==> src/rtl/inst_fetch_pkg.sv <==
// Shared fetch/decode definitions: halt opcode, canonical NOP and fetch-state encoding.
package inst_fetch_pkg;

  localparam logic [6:0]  HALT_OPCODE = 7'h7F;
  localparam logic [31:0] NOP_INST    = 32'h00000013;

  typedef enum logic [1:0] {
    FETCH,
    HALTING,
    HALTED
  } fetch_state_e;

endpackage

==> src/rtl/inst_fetch_perf.sv <==
// Saturating fetch/stall event counters for the instruction fetch stage.
module inst_fetch_perf (
  input  logic        clk,
  input  logic        rst,
  input  logic        load,
  input  logic        stall_cycle,
  output logic [31:0] perf_fetched,
  output logic [31:0] perf_stalls
);

  // Each counter sticks at all-ones rather than wrapping back to zero.
  always_ff @(posedge clk) begin
    if (rst) begin
      perf_fetched <= 32'h0;
      perf_stalls  <= 32'h0;
    end else begin
      if (load && (perf_fetched != 32'hFFFFFFFF))
        perf_fetched <= perf_fetched + 32'd1;
      if (stall_cycle && (perf_stalls != 32'hFFFFFFFF))
        perf_stalls <= perf_stalls + 32'd1;
    end
  end

endmodule

==> src/rtl/inst_fetch.sv <==
// Instruction fetch stage with stall/flush handshake and halt detection.
// Optional counters are added when INST_FETCH_PERF_EN is defined.
module inst_fetch
  import inst_fetch_pkg::*;
#(
  parameter logic [31:0] RESET_PC  = 32'h00000000,
  parameter int          MEM_WORDS = 32
) (
  input  logic        clk,
  input  logic        rst,
  output logic [31:0] pc,
  input  logic [31:0] inst,
  input  logic        redirect_valid,
  input  logic [31:0] redirect_pc,
  input  logic        id_ready,
  output logic        id_valid,
  output logic [31:0] id_inst,
  output logic [31:0] id_pc,
  output logic [31:0] id_pc_plus4,
  output logic        halted
`ifdef INST_FETCH_PERF_EN
  ,
  output logic [31:0] perf_fetched,
  output logic [31:0] perf_stalls
`endif
);

  // 33 bits so a memory reaching the top of the address space still compares correctly.
  localparam logic [32:0] MEM_BYTES = 33'(MEM_WORDS) << 2;

  fetch_state_e state, state_next;
  logic [31:0]  pc_next, id_inst_next, id_pc_next, id_pc_plus4_next;
  logic         id_valid_next;
  logic [31:0]  pc_plus4;
  logic         halt_cond, slot_free, load;

  assign pc_plus4  = pc + 32'd4;
  assign halt_cond = (inst[6:0] == HALT_OPCODE) || ({1'b0, pc} >= MEM_BYTES);
  assign slot_free = !id_valid || id_ready;
  assign load      = (state == FETCH) && slot_free && !redirect_valid && !halt_cond;
  assign halted    = (state == HALTED);

  always_ff @(posedge clk) begin
    if (rst) begin
      state       <= FETCH;
      pc          <= RESET_PC;
      id_valid    <= 1'b0;
      id_inst     <= NOP_INST;
      id_pc       <= 32'h0;
      id_pc_plus4 <= 32'h0;
    end else begin
      state       <= state_next;
      pc          <= pc_next;
      id_valid    <= id_valid_next;
      id_inst     <= id_inst_next;
      id_pc       <= id_pc_next;
      id_pc_plus4 <= id_pc_plus4_next;
    end
  end

  // Redirect outranks everything; a halt word is never loaded, only waited out.
  always_comb begin
    state_next       = state;
    pc_next          = pc;
    id_valid_next    = id_valid;
    id_inst_next     = id_inst;
    id_pc_next       = id_pc;
    id_pc_plus4_next = id_pc_plus4;
    unique case (state)
      FETCH: begin
        if (redirect_valid) begin
          pc_next       = redirect_pc & 32'hFFFFFFFC;
          id_valid_next = 1'b0;
        end else begin
          if (load) begin
            id_inst_next     = inst;
            id_pc_next       = pc;
            id_pc_plus4_next = pc_plus4;
            id_valid_next    = 1'b1;
            pc_next          = pc_plus4;
          end else if (slot_free) begin
            id_valid_next = 1'b0;
          end
          if (halt_cond)
            state_next = HALTING;
        end
      end
      HALTING: begin
        if (redirect_valid) begin
          state_next    = FETCH;
          pc_next       = redirect_pc & 32'hFFFFFFFC;
          id_valid_next = 1'b0;
        end else if (slot_free) begin
          state_next    = HALTED;
          id_valid_next = 1'b0;
        end
      end
      HALTED: begin
        id_valid_next = 1'b0;
      end
      default: begin
        state_next = FETCH;
      end
    endcase
  end

`ifdef INST_FETCH_PERF_EN
  logic stall_cycle;
  assign stall_cycle = (state == FETCH) && id_valid && !id_ready;

  inst_fetch_perf u_perf (
    .clk          (clk),
    .rst          (rst),
    .load         (load),
    .stall_cycle  (stall_cycle),
    .perf_fetched (perf_fetched),
    .perf_stalls  (perf_stalls)
  );
`endif

endmodule

==> config.mk <==
export PLATFORM = sky130hd
export DESIGN_NAME = inst_fetch
export DESIGN_NICKNAME = d
export VERILOG_FILES = /design/src/rtl/inst_fetch_pkg.sv /design/src/rtl/inst_fetch_perf.sv /design/src/rtl/inst_fetch.sv
export SDC_FILE = /design/constraint.sdc
export NUM_CORES = 1
export LEC_CHECK = 0
export BUFFER_PORTS_ARGS = -buffer_cell sky130_fd_sc_hd__buf_4
export CORE_MARGIN = 8
export CORE_UTILIZATION = 48
export CTS_CLUSTER_DIAMETER = 150
export DETAILED_ROUTE_END_ITERATION = 6
export GPL_TIMING_DRIVEN = 0
export PLACE_DENSITY = 0.88
export REMOVE_ABC_BUFFERS = 1
export SLEW_MARGIN = 10
export SYNTH_ARGS = -nofsm -noshare
export SYNTH_HDL_FRONTEND = slang
export SYNTH_SLANG_ARGS = --single-unit
export TNS_END_PERCENT = 1
==> constraint.sdc <==
create_clock -name clk -period 2.09 [get_ports clk]
set_input_delay 0.209 -clock clk [delete_from_list [all_inputs] [get_ports clk]]
set_output_delay 0.209 -clock clk [all_outputs]
set_load 0.02 [all_outputs]
# After elaboration in Yosys (flattened, before gate mapping)
# Index checks and enable logic that the tools add are counted.
[word_totals]
input_bits = 68
ff_bits = 131
[classes]
mux = 14
eq_ne = 8
magnitude_cmp = 1
n_reduce_logical = 14
n_addsub = 1
n_bitwise = 2
[op_table]
columns = ["operator", "count"]
rows = [
  ["32-bit two-way mux", 3],
  ["32-bit case mux with 2 select lines", 1],
  ["32-bit by 3-bit adder with 32-bit output, second input constant", 1],
  ["32-bit by 8-bit >= comparator with 1-bit output, second input constant", 1],
  ["2-bit two-way mux", 4],
  ["7-bit == test, second input constant", 1],
  ["2-bit inequality test, second input constant", 3],
  ["3-bit inequality test, second input constant", 2],
  ["2-bit case mux with 3 select lines", 1],
  ["3-bit AND reduction", 2],
  ["1-bit two-way mux", 4],
  ["4-bit AND reduction", 1],
  ["1-bit logical AND", 3],
  ["1-bit logical NOT", 3],
  ["1-bit case mux with 3 select lines", 1],
  ["3-bit nonzero test", 1],
  ["2-bit by 1-bit == test with 1-bit output, second input constant", 1],
  ["2-bit == test, second input constant", 1],
  ["2-bit logical NOT", 1],
  ["1-bit logical OR", 2],
  ["1-bit NOT", 2],
  ["2-bit nonzero test", 1],
]

# Logic depth before layout (Yosys ltp)
# Gate-level depths: netlist of run 1.
[logic_depth]
ltp_word = 8
depth_mapped = 9
mapped_depth_nobuf = 7

# Least setup slack after synthesis of run 1
# No wires, ideal clock.
[synth_timing]
kind = "register -> register"
startpoint = "reg pc[12]"
endpoint = "reg id_inst[0]"
slack_ps = 179
required_time_ps = 1968
stages_incl_launch_ff = 9
synth_period_minus_slack_ps = 1911
t_arrival_ps = 1789
setup_ps = 122
cell_sequence = "dfxtp_1 > buf_2 > nor4_4 > nand4_1 > or4_4 > buf_6 > buf_6 > nand2_1 > nand3b_1"
[synth_between]
elab_chain_cells = 5
[synth_lines]
columns = ["element", "line_no", "source"]
rows = [
  ["start, declared", "inst_fetch.sv:11", "output logic [31:0] pc,"],
  ["start signal, assigned", "inst_fetch.sv:53", "pc <= pc_next;"],
  ["32-bit by 8-bit >= comparator with 1-bit output", "inst_fetch.sv:38", "assign halt_cond = (inst[6:0] == HALT_OPCODE) || ({1'b0, pc} >= MEM_BYTES);"],
  ["1-bit logical OR", "inst_fetch.sv:38", ""],
  ["1-bit logical NOT", "inst_fetch.sv:40", "assign load = (state == FETCH) && slot_free && !redirect_valid && !halt_cond;"],
  ["1-bit logical AND", "inst_fetch.sv:40", ""],
  ["3-bit AND reduction (no line)", "--", ""],
  ["end signal, assigned", "inst_fetch.sv:55", "id_inst <= id_inst_next;"],
  ["end, declared", "inst_fetch.sv:17", "output logic [31:0] id_inst,"],
]
# No other way between the ends.
# A chain may end at the register's enable or synchronous reset.

# Worst setup path in the final report of run 1
[layout_timing]
startpoint = "reg pc[25]"
endpoint = "reg id_inst[21]"
# Same word-level chain as after synthesis.

==> qor.yml, run 1 <==
outcome: "complete, no violations"
dp.cells: 819
ir_worst_vdd_mv: 0.744
layout.nets: 836
critPathCaptureType: "flop"
startpoint_type: "flop"
cts_max_level: 4
finalSetupTns_ns: 0
ys_types: 52
hold_path_class: "primary input to flop"
via_per_inst: 5.46
setup_viol: 0
ant_nets: 0
hold_violations: 0
die_x_um: 116
async_reset_ff_share_pct: 0
hold_slack_ns: 0.0249
cts_buffer_depth: 2
die_area_um2: 13500
gp_congestion: 0.854
post-place-ws_ns: -0.611
setup_slack_ns: 0.0379
die_h_um: 116
tightest_slew_ns: 0.862
fin_crit_ns: 2.05
slew_viol_final: 0
final.period_utilization_pct: 98.2
ys_seq_area_share_pct: 52.1
area_growth_pct: 57.7
final_common_cell: "buf_4"
yosysWarnings: 0
crit_type: "flop to flop"
avgSynthCellArea_um2: 9.03
portBuffers: 189
grt_busiest_layer: "met2"
layout_common_cells: "194 x buf_4, 119 x dfxtp_1, 98 x nand2_1, 56 x a21oi_1, 51 x and2_1"
final_cells: 908
clk-insertion-delay-late_ns: 0.51
critical_path_arrival_ns: 2.40
p_leak_nw: 3.23
drive_gt1_share_pct: 34.8
dpl.hpwl_mm: 10.2
cts_tree: "yes"
worstPathRequired_ns: 2.44
coreArea_um2: 9730
crit_fanout: 10
synth_edf_count: 0
track_usage_pct: 24.4
relSlewSlack_pct: 42.5
netlist_instances: 532
root_buffer: "clkbuf_8"
start_util_pct: 49.4
cts_buffers: 17
grt_max_degree: 76
drcViolationCount: 0
antenna_found_initial: 0
wl_per_cell_um: 19.3
grt_pass1_wl_mm: 25.9
clk_pin_slew_worst_paths_ns: 0.06
ys.flop_type: "dfxtp_1"
power-per-cell-area_nw_per_um2: 1100
antenna_cells: 0
fin_skew_ns: 0.00718
grt_overflow_total: 0
met1_usage_pct: 26.9
grt_util_met2_pct: 41.8
drt_first_pass_iters: 4
maxClockFrequency_ghz: 0.487
drt_iter0_drc: 349
rsz0062_at_grt: "yes"
grt_pass1_vias: 4964
clock-sinks: 125
io-pin-count: 198
rows: 36
maxCapViolCount: 0
ys_ff_latch: 125
drt_wl_total_mm: 17.6
gr-usage-met3_pct: 8.55
vias: 4962
syn-cell-area_um2: 4800
## power breakdown
| group | internal (mW) | switching (mW) |
|---|---|---|
| clock network | 1.87 | 1.18 |
| registers | 2.60 | 0.277 |
| logic | 0.994 | 1.39 |
## state kept, by name (all words and copies together), names as in the netlist
signal and flops:
id_valid 1, id_inst 32, id_pc 30, id_pc_plus4 30, state 2, pc 30
## timing repair
action / 4_1_cts / 5_1_grt
cloned: 0 / 5
pin swaps: 4 / 14
endpoints found under the hold margin: 45 / 0
gates resized for setup: 12 / 32
hold buffers: 45 / 0
setup buffers: 3 / 4
setup endpoints to repair: 121 / 122
## cells in the mapped netlist (4+ instances only)
| library cell | count | area share, % |
|---|---|---|
| a211oi_1 | 5 | 0.78 |
| a21oi_1 | 57 | 5.9 |
| nand4_1 | 6 | 0.78 |
| nor4_1 | 4 | 0.52 |
| and2_1 | 51 | 6.6 |
| inv_1 | 5 | 0.39 |
| nand3b_1 | 4 | 0.63 |
| a22o_1 | 9 | 1.6 |
| nor2_1 | 11 | 0.86 |
| o31ai_1 | 5 | 0.78 |
| ha_1 | 6 | 1.6 |
| dfxtp_1 | 125 | 52 |
| and4_1 | 7 | 1.3 |
| buf_2 | 6 | 0.63 |
| o21ai_0 | 12 | 1.3 |
| nand3_1 | 16 | 1.7 |
| clkbuf_1 | 24 | 1.9 |
| o211ai_1 | 13 | 2.0 |
| nor3_1 | 15 | 1.6 |
| buf_4 | 10 | 1.6 |
| nand2_1 | 98 | 7.7 |
## final timing paths
| kind | end | startpoint | cells after the start | slack (ns) |
|---|---|---|---|---|
| setup / recovery | id_inst[21] | pc[25] | 6 | 0.04 |
| hold / removal | pc[10] | redirect_pc[10] | 3 | 0.02 |
| setup reg to reg | id_inst[21] | pc[25] | 6 | 0.04 |
| hold reg to reg | id_pc_plus4[7] | id_pc_plus4[7] | 2 | 0.45 |
## metal layers
metal | vias to the layer above | wire [µm] | part of all wire, %
met5 | - | 0 | 0
li1 | 2304 | - | -
met1 | 2371 | 6820 | 39
met4 | 0 | 442 | 2.5
met3 | 39 | 1560 | 8.9
met2 | 248 | 8740 | 50
## critical path, cell delays in order (launching register included)
cell and delay (ns):
dfxtp_1 0.34, nor4_4 0.37, nand3_4 0.16, buf_4 0.18, or4_4 0.62, nand2_1 0.12
a21oi_1 0.08
## layout make-up
cell class | instances | area [µm²]
timing repair buffer | 244 | 1980
tap | 133 | 166
fill | 629 | 2160
multi-input combinational | 369 | 2290
clock inverter | 15 | 199
sequential | 125 | 2510
inverter | 5 | 18.8
clock buffer | 17 | 414
## kinds of logic (layout without fill, tap and decap cells)
group	after synthesis	count (layout)	share of synthesized area, %
simple gates	231	236	25.4
flops	125	125	52.1
compound gates	116	116	14.9
buf+inv	48	281	5.00
fa+ha+maj	6	6	1.56
xor+xnor	4	4	0.730
other cells	1	6	0.0781
mux	1	1	0.208
## metrics by stage
stage | total power, mW | util [%] | area (µm²)
final | 8.31 | 77.8 | 7570
after global routing | 8.66 | 77.8 | 7570
after CTS | 7.96 | 75.8 | 7370
after detailed placement | 4.75 | 64.1 | 6240
after global placement | 4.63 | 63.6 | 6180
after floorplan | 3.95 | - | 4600
Power figures use the tool's default switching activity.
==> run 2, diff against run 1 <==
--- a/config.mk
+++ b/config.mk
@@ -7,11 +7,11 @@
 export LEC_CHECK = 0
 export BUFFER_PORTS_ARGS = -buffer_cell sky130_fd_sc_hd__buf_4
 export CORE_MARGIN = 8
-export CORE_UTILIZATION = 48
+export CORE_UTILIZATION = 45
 export CTS_CLUSTER_DIAMETER = 150
 export DETAILED_ROUTE_END_ITERATION = 6
 export GPL_TIMING_DRIVEN = 0
-export PLACE_DENSITY = 0.88
+export PLACE_DENSITY = 0.84
 export REMOVE_ABC_BUFFERS = 1
 export SLEW_MARGIN = 10
 export SYNTH_ARGS = -nofsm -noshare
==> constraint.sdc (replaced) <==
create_clock -name clk -period 2 [get_ports clk]
set_input_delay 0.2 -clock clk [delete_from_list [all_inputs] [get_ports clk]]
set_output_delay 0.2 -clock clk [all_outputs]
set_load 0.02 [all_outputs]
==> run 2 against run 1 <==
  * The flow now finishes with violations (setup timing)
  * Critical endpoint is now id_inst[23]
  * Register-to-register slack worse by 0.08 ns
  * Maximum frequency up 0.71%
  * Worst hold slack better by 0.00054 ns
  * Highest routed layer unchanged
  * Clock-buffer cell count unchanged
  * Worst setup slack worse by 0.076 ns
==> qor.yml, run 2 (same netlist as run 1, synthesis figures left out) <==
startpoint_type: "flop"
cts_tree: "yes"
power_switching_share_pct: 33.2  # -1.1 points
post-place-ws_ns: -0.745  # -0.134 ns
outcome: "complete, but fails checks"
rows: 37  # +2.8%
start_util_pct: 46.5  # -2.8 points
final.period_utilization_pct: 102  # +3.7 points
drive_gt1_share_pct: 40.2  # +5.3 points
root_buffer: "clkbuf_8"
drt_first_pass_iters: 5  # +1
rsz0062_at_grt: "yes"
drt_wl_total_mm: 17.1  # -2.6%
portBuffers: 189  # unchanged
die_h_um: 119  # +2.8%
grt_pass1_wl_mm: 26.8  # +3.4%
critPathCaptureType: "flop"
die_area_um2: 14200  # +5.7%
grt_pass1_vias: 5013  # +0.99%
ir_worst_vdd_mv: 0.575  # -23%
coreArea_um2: 10300  # +6.1%
area_growth_pct: 64.0
dpl.hpwl_mm: 10.3  # +1.5%
drcViolationCount: 0  # unchanged
crit_fanout: 7  # -3
io-pin-count: 198  # unchanged
power-per-cell-area_nw_per_um2: 1130  # +2.5%
tightest_slew_ns: 0.849  # -0.0130 ns
cts_buffer_depth: 2  # unchanged
p_comb_share_pct: 28.7  # about the same
fin_crit_ns: 2.04  # -0.0144 ns
grt_overflow_total: 0  # unchanged
relSlewSlack_pct: 43.4  # +0.87 points
cts_max_level: 4  # unchanged
clkPwrFrac_pct: 37.3  # +0.6 points
violations: "setup timing"
clk_pin_slew_worst_paths_ns: 0.06  # about the same
layout.nets: 850  # +1.7%
p_leak_nw: 3.36  # +4.2%
critical_path_arrival_ns: 2.39  # about the same
worstPathRequired_ns: 2.35  # -0.09 ns
drt_iter0_drc: 444  # +27%
crit_type: "flop to flop"
hold_path_class: "primary input to flop"
die_x_um: 119  # +2.8%
ant_nets: 0  # unchanged
track_usage_pct: 23.3  # -1.1 points
fin_skew_ns: 0.00952  # +0.00234 ns
regMostFlops: "id_inst"
dp.cells: 822  # +0.37%
p_sw_mw: 2.94  # +3.3%
layout_common_cells: "199 x buf_4, 116 x dfxtp_1, 90 x nand2_1, 54 x a21oi_1, 52 x dlygate4sd3_1"
largest_register_ffs: 32  # unchanged
grt_max_degree: 76  # unchanged
fillers: 636  # +1.1%
finalPower_mw: 8.86  # +6.6%
antenna_cells: 0  # unchanged
setup_viol: 5  # +5
p_int_mw: 5.92  # +8.4%
via_per_inst: 5.30  # -3.0%
maxCapViolCount: 0  # unchanged
clock-sinks: 125  # unchanged
hold_slack_ns: 0.0254  # +0.000540 ns
final_common_cell: "buf_4"
antenna_found_initial: 0  # unchanged
p_seq_share_pct: 34.0  # -0.7 points
setup_slack_ns: -0.0377  # -0.0756 ns
clk-insertion-delay-late_ns: 0.52  # about the same
vias: 4903  # -1.2%
slew_viol_final: 0  # unchanged
maxClockFrequency_ghz: 0.491  # +0.71%
wl_per_cell_um: 18.5  # -4.4%
cts_buffers: 17  # unchanged
gp_congestion: 0.834  # -2.4%
final_cells: 925  # +1.9%
hold_violations: 0  # unchanged
## run 2: path summary, 6_finish.rpt
path                                       from           to  slack, ns  cells after the start
worst min-delay path            redirect_pc[15]       pc[15]       0.03                      4
worst max-delay path                      pc[7]  id_inst[23]      -0.04                      6
worst max register to register            pc[7]  id_inst[23]      -0.04                      6
worst min register to register         id_pc[5]     id_pc[5]       0.46                      2
## run 2: cell type report
type / count / area, µm² / area share [%]
Tap cell: 136 / 170 / 2.16
Sequential cell: 125 / 2520 / 31.9
Timing Repair Buffer: 259 / 2160 / 27.5
Multi-Input combinational cell: 368 / 2370 / 30.2
Inverter: 5 / 18.8 / 0.238
Clock buffer: 17 / 414 / 5.26
Clock inverter: 15 / 220 / 2.80
## run 2: power groups by stage
stage          logic [mW]  clock network (mW)  registers, mW
6_report             2.55                3.30           3.01
5_1_grt              2.75                3.45           3.05
4_1_cts              2.33                3.34           2.98
3_5_place_dp         1.98                   0           3.00
3_3_place_gp         1.87                   0           2.99
2_1_floorplan       0.930                   0           3.20
## run 2: worst max-delay path, stage by stage, from the launching register on
cell and delay [ns]:
dfxtp_4 0.38, nor4_4 0.31, nand4_1 0.22, buf_6 0.19, or4_4 0.62, nand2_2 0.09, a21oi_1 0.06
## run 2: metal layers
metal	share of wire [%]	track usage, %	vias up
met1	39	25.9	2317
met2	52	41.8	230
met5	0	0	-
met4	1.8	7.88	0
li1	-	-	2330
met3	6.8	6.66	26
## run 2: through the flow
step                TNS, ns  cell area, µm²  utilization, %
floorplan           -178.93            4600               -
global route          -7.01            7880            76.3
global placement    -341.16            6190            59.9
CTS                   -2.29            7630            73.9
finish               -0.143            7880            76.3
detailed placement   -62.88            6240            60.5
## run 2: repair_timing
| item | 4_1_cts | 5_1_grt |
|---|---|---|
| gates resized for setup | 35 | 53 |
| hold buffers | 52 | 0 |
| pin swaps | 30 | 55 |
| hold endpoints to repair | 52 | 0 |
| setup endpoints to repair | 122 | 116 |
| setup buffers | 7 | 6 |
| gates cloned | 3 | 3 |
